### config.mk
export PLATFORM = sky130hd
export DESIGN_NAME = dmem_arbiter
export DESIGN_NICKNAME = d
export VERILOG_FILES = /design/src/rtl/dmem_arb_pkg.sv /design/src/rtl/rr_arbiter_2.sv /design/src/rtl/dmem_arbiter.sv
export SDC_FILE = /design/constraint.sdc
export NUM_CORES = 1
export LEC_CHECK = 0
export CAP_MARGIN = 20
export CORE_UTILIZATION = 40
export CTS_BUF_LIST = sky130_fd_sc_hd__clkbuf_4 sky130_fd_sc_hd__clkbuf_8
export DETAILED_ROUTE_END_ITERATION = 10
export PLACE_DENSITY = 0.83
export SYNTH_ARGS = -nofsm -noshare
export SYNTH_HDL_FRONTEND = slang
export SYNTH_HIERARCHICAL = 1
export SYNTH_SLANG_ARGS = --single-unit
export TNS_END_PERCENT = 20
### constraint.sdc
create_clock -name clk -period 2.25 [get_ports clk]
set_input_delay 0.5625 -clock clk [delete_from_list [all_inputs] [get_ports clk]]
set_output_delay 0.5625 -clock clk [all_outputs]
set_load 0.005 [all_outputs]
### src/rtl/dmem_arb_pkg.sv
// Shared types for the two-port data-memory arbiter.
// Latency: none (types and constants only).
// Backpressure: not applicable.
package dmem_arb_pkg;

  // Access sequencer: IDLE picks a request, SERVE drives the memory for one cycle.
  typedef enum logic {
    IDLE  = 1'b0,
    SERVE = 1'b1
  } state_e;

  // Index of a requesting port.
  typedef logic port_t;

  localparam port_t PORT0 = 1'b0;
  localparam port_t PORT1 = 1'b1;

endpackage

### src/rtl/rr_arbiter_2.sv
// Two-request round-robin pick: a lone request wins, a tie goes to the port not served last.
// Latency: purely combinational.
// Backpressure: none; the caller decides when the pick is taken.
// Ports: req0/req1 requests, last = port served most recently,
//        any_req = at least one request, winner = chosen port.
import dmem_arb_pkg::*;

module rr_arbiter_2 (
  input  logic  req0,
  input  logic  req1,
  input  port_t last,
  output logic  any_req,
  output port_t winner
);

  always_comb begin
    any_req = req0 | req1;
    winner  = PORT0;
    if (req0 && req1) begin
      winner = (last == PORT0) ? PORT1 : PORT0;
    end else if (req1) begin
      winner = PORT1;
    end
  end

endmodule

### src/rtl/dmem_arbiter.sv
// Arbitrates two requesters onto one single-port data memory, at most one access per 2 cycles.
// Latency: request seen in IDLE -> gnt next cycle -> rvalid (reads) the cycle after that.
// Backpressure: requester holds req and fields until its gnt pulse; no request queueing.
// Ports: clk, rst_n (synchronous, active-high despite the name);
//        port N: reqN/weN/addrN/wdataN in, gntN/rvalidN out; shared registered rdata;
//        busy = SERVE; memory side: mem_R_W/mem_select/mem_d out, mem_q in (combinational).
import dmem_arb_pkg::*;

module dmem_arbiter #(
  parameter int Bits    = 8,
  parameter int SelBits = 3
) (
  input  logic               clk,
  input  logic               rst_n,
  input  logic               req0,
  input  logic               req1,
  input  logic               we0,
  input  logic               we1,
  input  logic [SelBits-1:0] addr0,
  input  logic [SelBits-1:0] addr1,
  input  logic [Bits-1:0]    wdata0,
  input  logic [Bits-1:0]    wdata1,
  output logic               gnt0,
  output logic               gnt1,
  output logic [Bits-1:0]    rdata,
  output logic               rvalid0,
  output logic               rvalid1,
  output logic               busy,
  output logic               mem_R_W,
  output logic [SelBits-1:0] mem_select,
  output logic [Bits-1:0]    mem_d,
  input  logic [Bits-1:0]    mem_q
);

  state_e               state_q;
  state_e               state_d;
  port_t                last_q;      // port captured most recently; also the port being served
  logic                 cap_we_q;
  logic [SelBits-1:0]   cap_addr_q;
  logic [Bits-1:0]      cap_wdata_q;
  logic                 any_req;
  port_t                winner;
  logic                 take;

  rr_arbiter_2 u_rr (
    .req0    (req0),
    .req1    (req1),
    .last    (last_q),
    .any_req (any_req),
    .winner  (winner)
  );

  assign take = (state_q == IDLE) && any_req;

  // State register.
  always_ff @(posedge clk) begin
    if (rst_n) begin
      state_q <= IDLE;
    end else begin
      state_q <= state_d;
    end
  end

  // Next state: SERVE lasts exactly one cycle.
  always_comb begin
    state_d = state_q;
    case (state_q)
      IDLE:    if (any_req) state_d = SERVE;
      SERVE:   state_d = IDLE;
      default: state_d = IDLE;
    endcase
  end

  // Outputs. Select and write data simply follow the capture registers, so they
  // hold the last access outside SERVE; only the write strobe is qualified.
  always_comb begin
    busy       = (state_q == SERVE);
    gnt0       = busy && (last_q == PORT0);
    gnt1       = busy && (last_q == PORT1);
    // Reset kills a write still sitting in SERVE so it never commits.
    mem_R_W    = busy && cap_we_q && !rst_n;
    mem_select = cap_addr_q;
    mem_d      = cap_wdata_q;
  end

  // Capture the winner's access. Reset leaves the pointer on port 1 so port 0
  // wins the first tie.
  always_ff @(posedge clk) begin
    if (rst_n) begin
      last_q      <= PORT1;
      cap_we_q    <= 1'b0;
      cap_addr_q  <= '0;
      cap_wdata_q <= '0;
    end else if (take) begin
      last_q      <= winner;
      cap_we_q    <= (winner == PORT1) ? we1 : we0;
      cap_addr_q  <= (winner == PORT1) ? addr1 : addr0;
      cap_wdata_q <= (winner == PORT1) ? wdata1 : wdata0;
    end
  end

  // Read return: memory data sampled at the end of SERVE, rvalid one cycle later.
  always_ff @(posedge clk) begin
    if (rst_n) begin
      rdata   <= '0;
      rvalid0 <= 1'b0;
      rvalid1 <= 1'b0;
    end else begin
      rvalid0 <= 1'b0;
      rvalid1 <= 1'b0;
      if ((state_q == SERVE) && !cap_we_q) begin
        rdata   <= mem_q;
        rvalid0 <= (last_q == PORT0);
        rvalid1 <= (last_q == PORT1);
      end
    end
  end

endmodule

==> run metrics, run 1 <==
status finished clean; Inserted Diodes 0; clock share of power 19.6%; clock sink total 24; # rows 18; Gate power share 27.6%; final wirelength 2.47 mm; reg2reg setup slack 1.00 ns; vias in the first global route 903; Die W 53.0 um; WL/cell 12.5 um; Post-CTS Hold Buffers 0; kind of critical path input port to output pin; fin crit share 97.3%; CP Data Arrival Time 1.63 ns; NumNets Final 205; slew margin rel. 66.7%; DR vias 952; Core Util, Final 67.4%; Mean Syn Cell Area 9.44 sq um; Worst Clk Skew 0.00126 ns; Switch Pwr 230 uW; Clock Tree Buf Depth 2; Die H 53.0 um; sum of negative setup slack 0 ns; # setup viols final 0; Synthesized Nets 146; PwrDens 550 nW/um^2; Hold Violations, Final 0; CTS HTree Levels 1; Cell Area, Synth 1040 sq um; Max rail drop VDD 418 uV; unrepaired setup endpoints after global routing no; initial antenna violation count 0; warnings from Yosys 6; Sw Ratio 25.3%; commonest non-fill, non-tap cell in the layout clkdlybuf4s50_1; largest net degree at the start of global routing 25; Worst-path clk slew 0.12 ns; most frequent cells in the layout 60 x clkdlybuf4s50_1, 24 x dfxtp_1, 19 x nand2_1; first-pass GRT wire length 3.78 mm; Slew @ Worst Pin 0.499 ns; Seq pwr share 52.9%; Pre-Repair DR Iteration Count 2; Post-CTS Resized 0; cell internal pwr 679 uW; Overall Global Routing Usage 18.9%; Hold WC Path Type flop to flop; worst-skew pair later-pin latency 0.30 ns; top cell type's share of synthesized area 46.3%; routed vias/inst 4.83; fin crit period 2.19 ns; I/O pins 61; main area contributors after synthesis dfxtp_1 46%, mux2i_1 12%, a211oi_2 8.4%; Die ar. 2800 sq um; initial core utilization 42.3%; layout cells sized above 1 8.98%; crit path capture type output pin; leakage power total 0.000618 uW; FF+latch count, synth 24; CTS Root Cell clkbuf_4; Worst EP required 1.69 ns; Critical Path Start Type input port; largest area contributor in the netlist dfxtp_1; Core Area 2450 sq um; FMAX 457 MHz; max-slew violation total from the final report 0; DR iter-0 viols 5; Mapped Cells 110; Overflow after GRT 0; IO buf count 60; crit path max fanout 2; synthesis-to-layout area growth 59.3%; CTS tree done; maxcap violations 0; post-synthesis sequential area ratio 46.3%; gpl congestion 0.688; Post-CTS Setup Repair Bufs 0; HPWL after DPL 1.94 mm; Distinct cells, synth 20; total CTS buffers 3; DRC 0; ANT nets after route 0
[metal layers]
metal  global-route usage (%)  wire length, um
met1                     18.7              957
met3                     6.03              278
met4                     6.58                9
met2                     36.3             1230
met5                        0                0
[power by group through the flow]
stage	Clock [uW]	Combinational, uW	Sequential, uW
global route	203	272	486
global placement	0	244	488
detailed placement	0	253	490
floorplan	0	115	491
finish	178	251	481
CTS	185	254	481
[final cells by class]
class                   count  area (sq um)
clock buffers               3          22.5
repair buffers             64           631
multi-input cells          76           483
flip-flops and latches     24           480
fillers                   212           801
well taps                  30          37.5
[Yosys cell counts]
master,count
nor3b_1,1
nor3_1,1
nand2_1,19
clkbuf_1,2
buf_2,3
mux2i_1,12
buf_4,1
nor2b_2,1
nor2b_1,2
a21boi_1,1
and2_1,1
nand2b_1,2
a21oi_1,8
or2_1,1
nor2_1,14
a211oi_1,5
dfxtp_1,24
a211oi_2,7
buf_6,4
nand3b_1,1
[worst max-delay path, stage by stage]
cell,delay (ns)
clkdlybuf4s50_1,0.44
nor2_1,0.12
clkdlybuf4s50_1,0.51
[kinds of logic (layout without fill, tap and decap cells)]
logic type	Yosys count	count (layout)	synth area share (%)
buffers and inverters	10	67	7.23
multiplexers	12	12	11.6
AND/OR/NAND/NOR	43	43	18.3
AO/OA/AOI/OAI	21	21	16.6
flip-flops	24	24	46.3
[flip-flops by register name (all words and copies together) (netlist names)]
name and flops:
busy 1, cap_we_q 1, last_q 1, mem_d 8
mem_select 3, rdata 8, rvalid0 1, rvalid1 1
[per-stage QoR]
stage	instance area (sq um)	hold WS [ns]	power, uW	worst slack [ns]	instances
detailed placement	1630	0.452	743	0.0499	194
finish	1650	0.466	909	0.0610	197
floorplan	1040	0.453	606	0.569	110
global placement	1630	0.441	733	0.0505	194
CTS	1650	0.470	919	0.0499	197
global route	1650	0.495	961	0.0506	197
[worst paths after layout]
path	start	depth (start not counted)	endpoint
worst min-delay path	rdata[7]$_SDFFE_PP0P_	2	rdata[7]$_SDFFE_PP0P_
worst max-delay path	rst_n	3	mem_R_W
worst max register to register	last_q$_SDFFE_PP1P_	4	mem_d[3]$_SDFFE_PP0P_
worst min register to register	rdata[7]$_SDFFE_PP0P_	2	rdata[7]$_SDFFE_PP0P_
No activity file was read; power rests on OpenSTA's default activity.
==> run 2, diff against run 1 <==
--- a/config.mk
+++ b/config.mk
@@ -5,6 +5,7 @@
 export SDC_FILE = /design/constraint.sdc
 export NUM_CORES = 1
 export LEC_CHECK = 0
+export ABC_AREA = 0
 export CAP_MARGIN = 20
 export CORE_UTILIZATION = 40
 export CTS_BUF_LIST = sky130_fd_sc_hd__clkbuf_4 sky130_fd_sc_hd__clkbuf_8
@@ -14,4 +15,3 @@
 export SYNTH_HDL_FRONTEND = slang
 export SYNTH_HIERARCHICAL = 1
 export SYNTH_SLANG_ARGS = --single-unit
-export TNS_END_PERCENT = 20
==> results of run 2 <==
The final DEF is identical to that of run 1; final timing and power are the same.
==> run 3, diff against run 2 <==
--- a/config.mk
+++ b/config.mk
@@ -8,9 +8,10 @@
 export ABC_AREA = 0
 export CAP_MARGIN = 20
 export CORE_UTILIZATION = 40
-export CTS_BUF_LIST = sky130_fd_sc_hd__clkbuf_4 sky130_fd_sc_hd__clkbuf_8
+export CTS_BUF_LIST = sky130_fd_sc_hd__clkbuf_8
 export DETAILED_ROUTE_END_ITERATION = 10
 export PLACE_DENSITY = 0.83
+export RECOVER_POWER = 25
 export SYNTH_ARGS = -nofsm -noshare
 export SYNTH_HDL_FRONTEND = slang
 export SYNTH_HIERARCHICAL = 1
==> run 3 against run 2 <==
  * First-iteration DRC count unchanged
  * Flip-flop and latch count stayed put
  * Register-to-register slack lost 0.04 ns
  * Critical path depth stayed put
  * Sequential power about the same
  * Worst hold slack worse by 0.0062 ns
  * Maximum frequency about the same
  * Count of clock-buffer cells in the layout unchanged
  * Setup slack about the same
  * Die area stayed put
==> run metrics, run 3 (synthesized netlist as in run 1, its figures left out) <==
Post-CTS Setup Repair Bufs 0; I/O pins 61; maxcap violations 0; CP dominant cell by count clkdlybuf4s50_1; Overall Global Routing Usage 18.8%; CTS Root Cell clkbuf_8; status finished clean; final worst slack 0.0611 ns; WL met2 1.24 mm; fin crit share 97.3%; first-pass GRT wire length 3.79 mm; Gate power share 25.8%; DR iter-0 viols 5; Slew @ Worst Pin 1.20 ns; final wirelength 2.49 mm; Max rail drop VDD 407 uV; CP Data Arrival Time 1.63 ns; Worst-path clk slew 0.08 ns; WL/cell 12.6 um; max-slew violation total from the final report 0; Core Util, Final 68.0%; # rows 18; layout cells sized above 1 8.38%; worst-skew pair later-pin latency 0.25 ns; initial antenna violation count 0; crit path max fanout 2; Worst EP required 1.69 ns; CP max stage delay 0.51 ns; CP max stage cell clkdlybuf4s50_1; largest net degree at the start of global routing 25; post-route cell area 1670 sq um; Sw Ratio 24.3%; routed vias/inst 4.84; Die H 53.0 um; commonest non-fill, non-tap cell in the layout clkdlybuf4s50_1; hold slack 0.460 ns; ANT nets after route 0; Hold WC Path Type flop to flop; leakage power total 0.000622 uW; Worst Clk Skew 0.000817 ns; Overflow after GRT 0; Die W 53.0 um; clock share of power 24.7%; unrepaired setup endpoints after global routing no; Post-CTS Resized 0; fin crit period 2.19 ns; Top Metal Used met3; Seq pwr share 49.5%; area after detailed placement 1630 sq um; HPWL after DPL 1.94 mm; clock sink total 24; Place WS 0.0499 ns; CTS HTree Levels 1; CTS tree done; # setup viols final 0; CP Cell Sequence clkdlybuf4s50_1 -> nor2_1 -> clkdlybuf4s50_1; Pre-Repair DR Iteration Count 2; WL met3 275 um; CP delay by family, top buffers and inverters; Inserted Diodes 0; kind of critical path input port to output pin; DRC 0; most frequent cells in the layout 60 x clkdlybuf4s50_1, 24 x dfxtp_1, 19 x nand2_1; Core Area 2450 sq um; initial core utilization 42.3%; Critical Path Start Type input port; FMAX 457 MHz; Die ar. 2800 sq um; total CTS buffers 3; vias in the first global route 903; Post-CTS Hold Buffers 0; PwrDens 582 nW/um^2; NumNets Final 205; slew margin rel. 20.1%; DR vias 953; cell internal pwr 735 uW; WP buf/inv 2; sum of negative setup slack 0 ns; Clock Tree Buf Depth 2; synthesis-to-layout area growth 60.7%; crit path capture type output pin; Hold Violations, Final 0; gpl congestion 0.688; IO buf count 60; Switch Pwr 236 uW; M1 WL 974 um
[run 3: changes by cell type in the layout (fill, tap and decap cells not counted)]
| cell | before | now |
|---|---|---|
| clkbuf_4 | 3 | 0 |
| clkbuf_8 | 0 | 3 |
| buf_4 | 4 | 3 |
| clkbuf_1 | 0 | 1 |
[run 3: path summary, 6_finish.rpt]
check                                           start                     to  slack, ns  depth (start not counted)
worst max-delay path                            rst_n                mem_R_W       0.06                          3
worst min-delay path            rdata[7]$_SDFFE_PP0P_  rdata[7]$_SDFFE_PP0P_       0.46                          2
worst max register to register    last_q$_SDFFE_PP1P_  mem_d[3]$_SDFFE_PP0P_       0.96                          4
worst min register to register  rdata[7]$_SDFFE_PP0P_  rdata[7]$_SDFFE_PP0P_       0.46                          2
[run 3: worst register-to-register path, cell delays in order, from the launching register on]
cell,delay [ns]
dfxtp_1,0.36
a21boi_1,0.16
buf_4,0.26
mux2i_1,0.27
a211oi_2,0.09
[run 3: through the flow]
stage / instances / power [uW]
2_1_floorplan: 110 / 606
3_3_place_gp: 194 / 733
3_5_place_dp: 194 / 743
4_1_cts: 197 / 983
5_1_grt: 197 / 1020
6_report: 197 / 971
[run 3: area by class of cell]
cell class	count	area, sq um
repair buffers	64	627
clock buffers	3	41.3
well taps	30	37.5
fillers	206	786
multi-input cells	76	483
flip-flops and latches	24	480
[run 3: routing by layer]
metal  track usage [%]  vias to the layer above
met3              6.03                        0
li1                  -                      486
met4              5.26                        0
met5                 0                        -
met1              18.5                      419
met2              36.5                       48
[run 3: power groups by stage]
stage	sequential, uW	combinational [uW]	clock [uW]
CTS	480	254	249
global placement	488	244	0
detailed placement	490	253	0
finish	480	251	240
global route	485	272	266
floorplan	491	115	0
